==> src/rtl/ldpc_cnu_pkg.sv <==
// Shared types and default sizes for the LDPC check-node unit datapath.
package ldpc_cnu_pkg;

    localparam int unsigned CN_DEGREE_DEF = 8;
    localparam int unsigned QUAN_SIZE_DEF = 4;
    localparam int unsigned IDX_W_DEF     = $clog2(CN_DEGREE_DEF);

    typedef enum logic {
        IDLE,
        EXPAND
    } cnu_state_e;

    // Compressed check-node record at the default code geometry.
    typedef struct packed {
        logic [QUAN_SIZE_DEF-1:0] m1;
        logic [QUAN_SIZE_DEF-1:0] m2;
        logic [IDX_W_DEF-1:0]     min_index;
        logic                     sign_total;
        logic [CN_DEGREE_DEF-1:0] sign_vec;
    } cnu_rec_t;

endpackage

==> src/rtl/cnu_msg_expander_c2v_fmt.sv <==
// Converts a C2V sign/magnitude pair to the output message format.
// C2V_TWOS_COMP_EN selects two's complement; otherwise sign-magnitude {sign, mag}.
module c2v_fmt
    import ldpc_cnu_pkg::*;
#(
    parameter int unsigned QUAN_SIZE = QUAN_SIZE_DEF
) (
    input  logic                 sign,
    input  logic [QUAN_SIZE-1:0] mag,
    output logic [QUAN_SIZE:0]   msg
);

`ifdef C2V_TWOS_COMP_EN
    // Negating a zero magnitude yields zero, so a negative zero never appears.
    always_comb msg = sign ? -{1'b0, mag} : {1'b0, mag};
`else
    always_comb msg = {sign, mag};
`endif

endmodule

==> src/rtl/cnu_msg_expander.sv <==
// Check-node message expander: buffers compressed CN records (2 entries) and emits one C2V
// message per edge per cycle. Output format chosen by C2V_TWOS_COMP_EN (see c2v_fmt).
module cnu_msg_expander
    import ldpc_cnu_pkg::*;
#(
    parameter int unsigned CN_DEGREE = CN_DEGREE_DEF,
    parameter int unsigned QUAN_SIZE = QUAN_SIZE_DEF,
    parameter int unsigned IDX_W     = $clog2(CN_DEGREE)
) (
    input  logic                 sys_clk,
    input  logic                 rst,
    input  logic                 in_valid,
    output logic                 in_ready,
    input  logic [QUAN_SIZE-1:0] in_m1,
    input  logic [QUAN_SIZE-1:0] in_m2,
    input  logic [IDX_W-1:0]     in_min_index,
    input  logic                 in_sign_total,
    input  logic [CN_DEGREE-1:0] in_sign_vec,
    output logic                 out_valid,
    input  logic                 out_ready,
    output logic [QUAN_SIZE:0]   out_msg,
    output logic [IDX_W-1:0]     out_edge,
    output logic                 out_last,
    output logic                 idx_err
);

    localparam int unsigned      LOG_DEG   = $clog2(CN_DEGREE);
    localparam logic [IDX_W-1:0] LAST_EDGE = IDX_W'(CN_DEGREE - 1);

    typedef struct packed {
        logic [QUAN_SIZE-1:0] m1;
        logic [QUAN_SIZE-1:0] m2;
        logic [IDX_W-1:0]     min_index;
        logic                 sign_total;
        logic [CN_DEGREE-1:0] sign_vec;
    } rec_t;

    rec_t                 rec_mem_q [2];
    rec_t                 in_rec;
    rec_t                 head_rec;
    rec_t                 next_rec;
    rec_t                 load_rec;
    logic                 wr_ptr_q;
    logic                 rd_ptr_q;
    logic [1:0]           count_q;
    logic [1:0]           count_d;
    logic                 in_ready_q;
    cnu_state_e           state_q;
    cnu_state_e           state_d;
    logic [IDX_W-1:0]     edge_q;
    logic [IDX_W-1:0]     edge_d;
    logic                 out_valid_q;
    logic                 out_valid_d;
    logic [QUAN_SIZE:0]   out_msg_q;
    logic [QUAN_SIZE:0]   fmt_msg;
    logic                 out_last_q;
    logic                 idx_err_q;
    logic                 accept;
    logic                 fire;
    logic                 retire;
    logic                 load;
    logic                 idx_oor;
    logic [QUAN_SIZE-1:0] sel_mag;
    logic                 sel_sign;

    always_comb begin
        in_rec.m1         = in_m1;
        in_rec.m2         = in_m2;
        in_rec.min_index  = in_min_index;
        in_rec.sign_total = in_sign_total;
        in_rec.sign_vec   = in_sign_vec;
    end

    // Only reachable when IDX_W is wider than the edge index of the configured degree.
    if (IDX_W > LOG_DEG) begin : g_oor
        assign idx_oor = |in_min_index[IDX_W-1:LOG_DEG];
    end else begin : g_no_oor
        assign idx_oor = 1'b0;
    end

    assign accept   = in_valid && in_ready_q;
    assign fire     = out_valid_q && out_ready;
    assign retire   = fire && (edge_q == LAST_EDGE);
    assign head_rec = rec_mem_q[rd_ptr_q];
    // With one entry held, the follower is the record being accepted this very cycle.
    assign next_rec = (count_q == 2'd2) ? rec_mem_q[~rd_ptr_q] : in_rec;

    always_comb begin
        count_d = count_q;
        case ({accept, retire})
            2'b10:   count_d = count_q + 2'd1;
            2'b01:   count_d = count_q - 2'd1;
            default: count_d = count_q;
        endcase
    end

    always_comb begin
        state_d     = state_q;
        edge_d      = edge_q;
        out_valid_d = out_valid_q;
        load        = 1'b0;
        load_rec    = head_rec;
        unique case (state_q)
            IDLE: begin
                if (count_q != 2'd0) begin
                    state_d     = EXPAND;
                    edge_d      = '0;
                    out_valid_d = 1'b1;
                    load        = 1'b1;
                end
            end
            EXPAND: begin
                if (fire) begin
                    if (edge_q == LAST_EDGE) begin
                        edge_d = '0;
                        if ((count_q == 2'd2) || accept) begin
                            load     = 1'b1;
                            load_rec = next_rec;
                        end else begin
                            state_d     = IDLE;
                            out_valid_d = 1'b0;
                        end
                    end else begin
                        edge_d = edge_q + 1'b1;
                        load   = 1'b1;
                    end
                end
            end
        endcase
    end

    // An out-of-range min_index never matches an edge, so every edge falls back to m1.
    assign sel_mag  = (edge_d == load_rec.min_index) ? load_rec.m2 : load_rec.m1;
    assign sel_sign = load_rec.sign_total ^ load_rec.sign_vec[edge_d[LOG_DEG-1:0]];

    c2v_fmt #(
        .QUAN_SIZE(QUAN_SIZE)
    ) u_c2v_fmt (
        .sign(sel_sign),
        .mag (sel_mag),
        .msg (fmt_msg)
    );

    always_ff @(posedge sys_clk) begin
        if (accept) begin
            rec_mem_q[wr_ptr_q] <= in_rec;
        end
    end

    always_ff @(posedge sys_clk) begin
        if (rst) begin
            wr_ptr_q    <= 1'b0;
            rd_ptr_q    <= 1'b0;
            count_q     <= 2'd0;
            in_ready_q  <= 1'b1;
            state_q     <= IDLE;
            edge_q      <= '0;
            out_valid_q <= 1'b0;
            out_msg_q   <= '0;
            out_last_q  <= 1'b0;
            idx_err_q   <= 1'b0;
        end else begin
            count_q     <= count_d;
            in_ready_q  <= (count_d != 2'd2);
            state_q     <= state_d;
            edge_q      <= edge_d;
            out_valid_q <= out_valid_d;
            if (accept) begin
                wr_ptr_q <= ~wr_ptr_q;
            end
            if (retire) begin
                rd_ptr_q <= ~rd_ptr_q;
            end
            if (load) begin
                out_msg_q  <= fmt_msg;
                out_last_q <= (edge_d == LAST_EDGE);
            end
            if (accept && idx_oor) begin
                idx_err_q <= 1'b1;
            end
        end
    end

    assign in_ready  = in_ready_q;
    assign out_valid = out_valid_q;
    assign out_msg   = out_msg_q;
    assign out_edge  = edge_q;
    assign out_last  = out_last_q;
    assign idx_err   = idx_err_q;

endmodule

==> config.mk <==
export PLATFORM = sky130hd
export DESIGN_NAME = cnu_msg_expander
export DESIGN_NICKNAME = d
export VERILOG_FILES = /design/src/rtl/ldpc_cnu_pkg.sv /design/src/rtl/cnu_msg_expander_c2v_fmt.sv /design/src/rtl/cnu_msg_expander.sv
export SDC_FILE = /design/constraint.sdc
export NUM_CORES = 1
export LEC_CHECK = 0
export ABC_AREA = 1
export CAP_MARGIN = 20
export CORE_ASPECT_RATIO = 0.6
export CORE_MARGIN = 2
export CORE_UTILIZATION = 30
export DETAILED_ROUTE_END_ITERATION = 8
export PLACE_DENSITY = 0.48
export SLEW_MARGIN = 20
export SYNTH_ARGS = -nofsm -noshare
export SYNTH_HDL_FRONTEND = slang
export SYNTH_SLANG_ARGS = --single-unit
==> constraint.sdc <==
create_clock -name sys_clk -period 2.2 [get_ports sys_clk]
set_input_delay 0.44 -clock sys_clk [delete_from_list [all_inputs] [get_ports sys_clk]]
set_output_delay 0.44 -clock sys_clk [all_outputs]
set_load 0.1 [all_outputs]
==> results.yml, run 1 <==
power:
  power_density_nw_per_um2: 789
  p_leak_nw: 1.79
  vdd_ir_drop_max_uv: 362
cells_and_area:
  antenna_cells: 0
  seq_area_um2: 1550
  multi_input_area_um2: 1430
  drive_gt1_share_pct: 19.2
  fill_cells: 1055
  layout.nets: 481
  final_area_um2: 4190
  syn2layout_area_growth_pct: 31.0
  instances_no_fill: 597
timing:
  finalMaxSlewViolations: 0
  layout_setup_ws_ps: 97.4
  period_needed_ps: 2100
  fin_crit_sh_pct: 95.6
  max_freq_mhz: 476
  final_hold_viol_count: 0
  hold_ws_ps: 492
  report.final.setup_viol: 0
  rsz0062_at_grt: "false"
  fin_skew_ps: 5.46
setup_path:
  worst-setup-path-type: "flip-flop to flip-flop"
  start_kind: "flip-flop"
  critPathMaxFanout: 6
  r2r_slack_ps: 100
  r2r_end: "in_ready$_SDFF_PP1_"
  cp_slowest_stage_delay_ps: 370
  cp_top_family: "adder cells"
  slowest_stage: "dfxtp_4"
  r2r-start: "out_edge[0]$_SDFF_PP0_"
  timing.critical_path.buf_inv: 1
  path_cells: "ha_1 -> ha_2 -> inv_1 -> nor2_2 -> ha_1 -> nor3b_1 -> o21ai_0 -> a21oi_1 -> nand2_1"
  worst_path_most_repeated_cell: "ha_1"
  r2r_cells: 9
  critical_path.endpoint_type: "flip-flop"
  worstPathArrival_ps: 2310
  critPathRequiredTime_ps: 2410
placed_design:
  gp_congestion: 0.786
  placed_cell_area_um2: 3860
  portBuffers: 34
  place_hpwl_mm: 6.09
  place_inst: 578
  place_ws_ps: -202
hold_path:
  worstHoldPathCells: 2
  min_from: "out_last$_SDFFE_PP0P_"
  whs_endpoint: "out_last$_SDFFE_PP0P_"
  hold_path.class: "flip-flop to flip-flop"
clock_network:
  cts_buffers: 9
  clk_latency_ps: 330
  clock_path_buffers: 2
  clk_pin_slew_ps: 50
  cts_max_level: 3
  cts.sinks: 57
  cts_root_buf: "clkbuf_16"
  cts_tree: "done"
run:
  maxCapViolations: 0
routing:
  first_pass_iters: 5
  drtIter0Drc: 289
  drcViolationCount: 0
  wire_per_inst_um: 14.7
  final_antenna_net_count: 0
  wl_mm: 8.81
  via_per_inst: 4.73
  vias: 2821
synth:
  synth_top_area_cell: "edfxtp_1"
  synth.most_common_cell: "nand2_1"
  synth_cell_types: 34
  synth_top_cell_area_share_pct: 37.6
  yosys_most_used_dff: "edfxtp_1"
  synth.top_cells.by_area: "edfxtp_1 38%, nand2_1 14%, dfxtp_1 11%, nand3_1 5.3%, nor2_1 4.9%"
  ys_async_sr_fraction_pct: 0
  synth_seq_cells: 57
  synthCells: 394
  netlist_area_um2: 3200
  synth_warnings: 0
  avgSynthCellArea_um2: 8.11
  yosys-top-cells-count: "119 x nand2_1, 42 x nor2_1, 40 x edfxtp_1, 34 x nand3_1"
  synth.net_count: 422
  synth_edf_count: 40
  seq_area_frac_synth_pct: 48.2
die:
  dieArea_um2: 11500
  num_io_pins: 36
  coreArea_um2: 10500
  start_util_pct: 30.5
  num_rows: 29
  die_w_um: 137
  die_h_um: 83.9
global_route:
  grt_max_degree: 21
  overflow: 0
  grt_pass1_wl_mm: 14.4
  grt_usage_pct: 16.8
  antenna_found_initial: 0
  grt_pass1_vias: 2640
outcome:
  status: "completed"
-- cell families after synthesis --
group / count (synthesis) / synth area share (%)
AOI/OAI and AO/OA: 58 / 11.1
xor gates and xnor gates: 2 / 0.548
adders and majority gates: 4 / 1.57
buffers and inverters: 52 / 7.63
DFF: 57 / 48.2
other: 1 / 0.117
and+or+nand+nor: 220 / 30.8
-- routing by layer --
metal	vias to the layer above	wire, µm	global-route usage (%)	share of wire [%]
met3	9	484	5.16	5.5
met5	-	0	0	0
met4	0	69	4.22	0.78
li1	1432	-	-	-
met1	1294	4960	26.5	56
met2	86	3300	21.5	37
-- timing repair --
action | 4_1_cts | 5_1_grt
gates resized for setup | 0 | 4
setup endpoints to repair | 0 | 5
hold buffers | 0 | 0
setup buffers | 0 | 3
-- power breakdown --
| part | total (W) | internal [W] | switching (W) |
|---|---|---|---|
| logic | 0.000665 | 0.000218 | 0.000448 |
| clock network | 0.00134 | 0.000868 | 0.000474 |
| registers | 0.00130 | 0.00124 | 0.0000590 |
-- layout by cell type, fill, tap and decap left out, drive strengths merged --
cell type      instances
nand2                126
nor2                  45
buf                   42
edfxtp                40
nand3                 37
o21ai                 37
inv                   35
clkdlybuf4s50         23
dfxtp                 17
clkbuf                12
o31ai                  8
nand4                  6
a21boi                 5
or2                    4
ha                     4
o211ai                 3
a21oi                  3
clkinv                 3
xor2                   2
nor3                   1
nor3b                  1
a221oi                 1
a31oi                  1
conb                   1
bufinv                 1
-- flip-flops by register name, summed over array words and instances (netlist names), named ones only --
signal and flops:
count_q 2, wr_ptr_q 1, in_ready 1, rec_mem_q 40, out_valid 1, out_msg 5
out_last 1, out_edge 3, rd_ptr_q 1, state_q 1
-- through the flow --
step / power [W] / utilization [%] / TNS, ps
global route: 0.00346 / 39.9 / 0
global placement: 0.00197 / 36.8 / -830
CTS: 0.00332 / 39.5 / 0
floorplan: 0.00174 / - / 0
finish: 0.00331 / 39.9 / 0
detailed placement: 0.00197 / 36.8 / -897
-- layout make-up --
type | count | share of cell area, %
repair buffers | 65 | 14.8
inverters | 35 | 3.14
multi-input cells | 285 | 34.1
clock buffers | 12 | 5.65
clock inverters | 4 | 1.05
well taps | 139 | 4.15
flip-flops and latches | 57 | 37.1
-- worst max path at each step --
stage | startpoint | endpoint | slack [ps] | cells after the start
after floorplan | out_edge[2]$_SDFF_PP0_ | in_ready$_SDFF_PP1_ | 100 | 8
after global placement | out_ready | in_ready$_SDFF_PP1_ | -230 | 8
after detailed placement | out_ready | in_ready$_SDFF_PP1_ | -200 | 8
after CTS | out_edge[0]$_SDFF_PP0_ | in_ready$_SDFF_PP1_ | 10 | 9
after global routing | out_edge[0]$_SDFF_PP0_ | out_msg[0]$_SDFFE_PP0P_ | 0.8 | 12
final | out_edge[0]$_SDFF_PP0_ | in_ready$_SDFF_PP1_ | 100 | 9
-- worst reg2reg max path, stage by stage, from the launching register on --
cell,delay [ps]
dfxtp_4,370
ha_1,190
ha_2,230
inv_1,80
nor2_2,190
ha_1,270
nor3b_1,270
o21ai_0,120
a21oi_1,190
nand2_1,80
(Power assumes the default switching activity.)
==> run 2, diff against run 1 <==
--- a/config.mk
+++ b/config.mk
@@ -7,11 +7,13 @@
 export LEC_CHECK = 0
 export ABC_AREA = 1
 export CAP_MARGIN = 20
+export CELL_PAD_IN_SITES_DETAIL_PLACEMENT = 1
+export CELL_PAD_IN_SITES_GLOBAL_PLACEMENT = 1
 export CORE_ASPECT_RATIO = 0.6
 export CORE_MARGIN = 2
 export CORE_UTILIZATION = 30
 export DETAILED_ROUTE_END_ITERATION = 8
-export PLACE_DENSITY = 0.48
+export PLACE_DENSITY = 0.6
 export SLEW_MARGIN = 20
 export SYNTH_ARGS = -nofsm -noshare
 export SYNTH_HDL_FRONTEND = slang
==> run 2 against run 1 <==
Hold slack better by 33 ps. Via count up 0.39%. Global-route usage up 1.9 points. Largest power group unchanged.
==> results.yml, run 2 (synthesized netlist as in run 1, its figures left out) <==
routing:
  wire_per_inst_um: 16.8
  vias: 2832
  via_per_inst: 4.76
  drcViolationCount: 0
  final_antenna_net_count: 0
  first_pass_iters: 4
  wl_mm: 10.0
  drtIter0Drc: 185
clock_network:
  cts_max_level: 3
  cts_tree: "done"
  clk_pin_slew_ps: 50
  clock_path_buffers: 2
  cts_root_buf: "clkbuf_16"
  cts.sinks: 57
  cts_buffers: 9
  holdBufCountCts: 0
  clk_latency_ps: 330
setup_path:
  r2r_cells: 15
  cp_slowest_stage_delay_ps: 360
  timing.critical_path.buf_inv: 4
  worstPathArrival_ps: 2340
  cp.depth: 15
  start_kind: "flip-flop"
  critPathRequiredTime_ps: 2480
  r2r_slack_ps: 130
  r2r-start: "out_edge[0]$_SDFF_PP0_"
  crit_start: "out_edge[0]$_SDFF_PP0_"
  critical_path.endpoint_type: "flip-flop"
  r2r_end: "out_msg[1]$_SDFFE_PP0P_"
  worst-setup-path-type: "flip-flop to flip-flop"
  cp_top_family: "simple AND/OR/NAND/NOR gates"
  path_cells: "ha_2 -> ha_2 -> inv_1 -> nand2_1 -> nor2_1 -> nor2_1 -> nor2_1 -> buf_4 -> nand2_1 -> nand2_2 -> buf_4 -> nand4_1 -> nand3_1 -> nand2_1 -> inv_1"
  critPathMaxFanout: 6
  slowest_stage: "dfxtp_4"
  crit_end: "out_msg[1]$_SDFFE_PP0P_"
power:
  power_density_nw_per_um2: 819
  p_leak_nw: 1.80
  finalPower_w: 0.00345
  vdd_ir_drop_max_uv: 409
global_route:
  grt_max_degree: 21
  overflow: 0
  grt_pass1_wl_mm: 16.0
  grt_pass1_vias: 2858
  grt_usage_pct: 18.6
  antenna_found_initial: 0
placed_design:
  portBuffers: 34
  gp_congestion: 0.787
  place_hpwl_mm: 7.16
hold_path:
  hold_path.class: "flip-flop to flip-flop"
  worstHoldPathCells: 2
timing:
  report.final.setup_viol: 0
  hold_ws_ps: 525
  fin_skew_ps: 3.28
  fin_setup_tns_ps: 0
  fin_crit_sh_pct: 94.0
  finalMaxSlewViolations: 0
  final_hold_viol_count: 0
  max_freq_mhz: 483
  period_needed_ps: 2070
cells_and_area:
  antenna_cells: 0
  final_common_cell: "nand2_1"
  largest_register_ffs: 40
  regMostFlops: "rec_mem_q"
  fin_util_pct: 40.2
  layout.nets: 480
  drive_gt1_share_pct: 19.7
  layout_common_cells: "119 x nand2_1, 40 x nor2_1, 40 x edfxtp_1"
  syn2layout_area_growth_pct: 31.8
die:
  num_rows: 29
  die_w_um: 137
  dieArea_um2: 11500
  start_util_pct: 30.5
  coreArea_um2: 10500
  die_h_um: 83.9
  num_io_pins: 36
outcome:
  status: "completed"
run:
  maxCapViolations: 0
-- run 2: cell count changes in the layout (fill, tap and decap cells not counted), sizes merged --
cell / previous run / this run
clkinvlp: 0 / 2
bufinv: 1 / 2
clkbuf: 12 / 9
clkdlybuf4s50: 23 / 22
dlymetal6s2s: 0 / 1
clkinv: 3 / 2
buf: 42 / 41
-- run 2: power by group --
| part | internal, W | switching [W] |
|---|---|---|
| sequential | 0.00124 | 0.0000603 |
| combinational | 0.000215 | 0.000462 |
| clock | 0.000977 | 0.000497 |
-- run 2: metal layers --
metal | global-route usage, % | share of wire [%]
met3 | 5.16 | 4.5
met1 | 28.3 | 53
met2 | 25.3 | 41
met4 | 5.34 | 1.3
met5 | 0 | 0
-- run 2: area by class of cell --
cell class                 instances  area, µm²
fill                            1239       6280
sequential                        57       1550
multi-input combinational        285       1440
timing repair buffer              64        603
clock buffer                       9        225
tap                              139        174
inverter                          35        131
clock inverter                     6       83.8
-- run 2: repair_timing --
action,4_1_cts,5_1_grt
endpoints found under the setup margin,0,7
setup buffers,0,3
gates resized for setup,0,7
-- run 2: per-stage QoR --
step                std cells  setup slack, ps  instance area, µm²
finish                    595              131                4210
global route              595           -0.542                4210
CTS                       592             80.0                4150
detailed placement        577             -191                3840
global placement          577             -158                3840
floorplan                 394             97.5                3210
-- run 2: worst reg2reg max path: stages (launching register included) --
cell	delay [ps]
dfxtp_4	360
ha_2	190
ha_2	190
inv_1	50
nand2_1	50
nor2_1	100
nor2_1	60
nor2_1	140
buf_4	180
nand2_1	70
nand2_2	140
buf_4	140
nand4_1	100
nand3_1	130
nand2_1	60
inv_1	50
-- run 2: worst min path at each step --
stage                                startpoint                    end
after floorplan           wr_ptr_q$_SDFFE_PP0N_  wr_ptr_q$_SDFFE_PP0N_
after global placement    out_last$_SDFFE_PP0P_  out_last$_SDFFE_PP0P_
after detailed placement  out_last$_SDFFE_PP0P_  out_last$_SDFFE_PP0P_
after CTS                 out_last$_SDFFE_PP0P_  out_last$_SDFFE_PP0P_
after global routing      out_last$_SDFFE_PP0P_  out_last$_SDFFE_PP0P_
final                     out_last$_SDFFE_PP0P_  out_last$_SDFFE_PP0P_
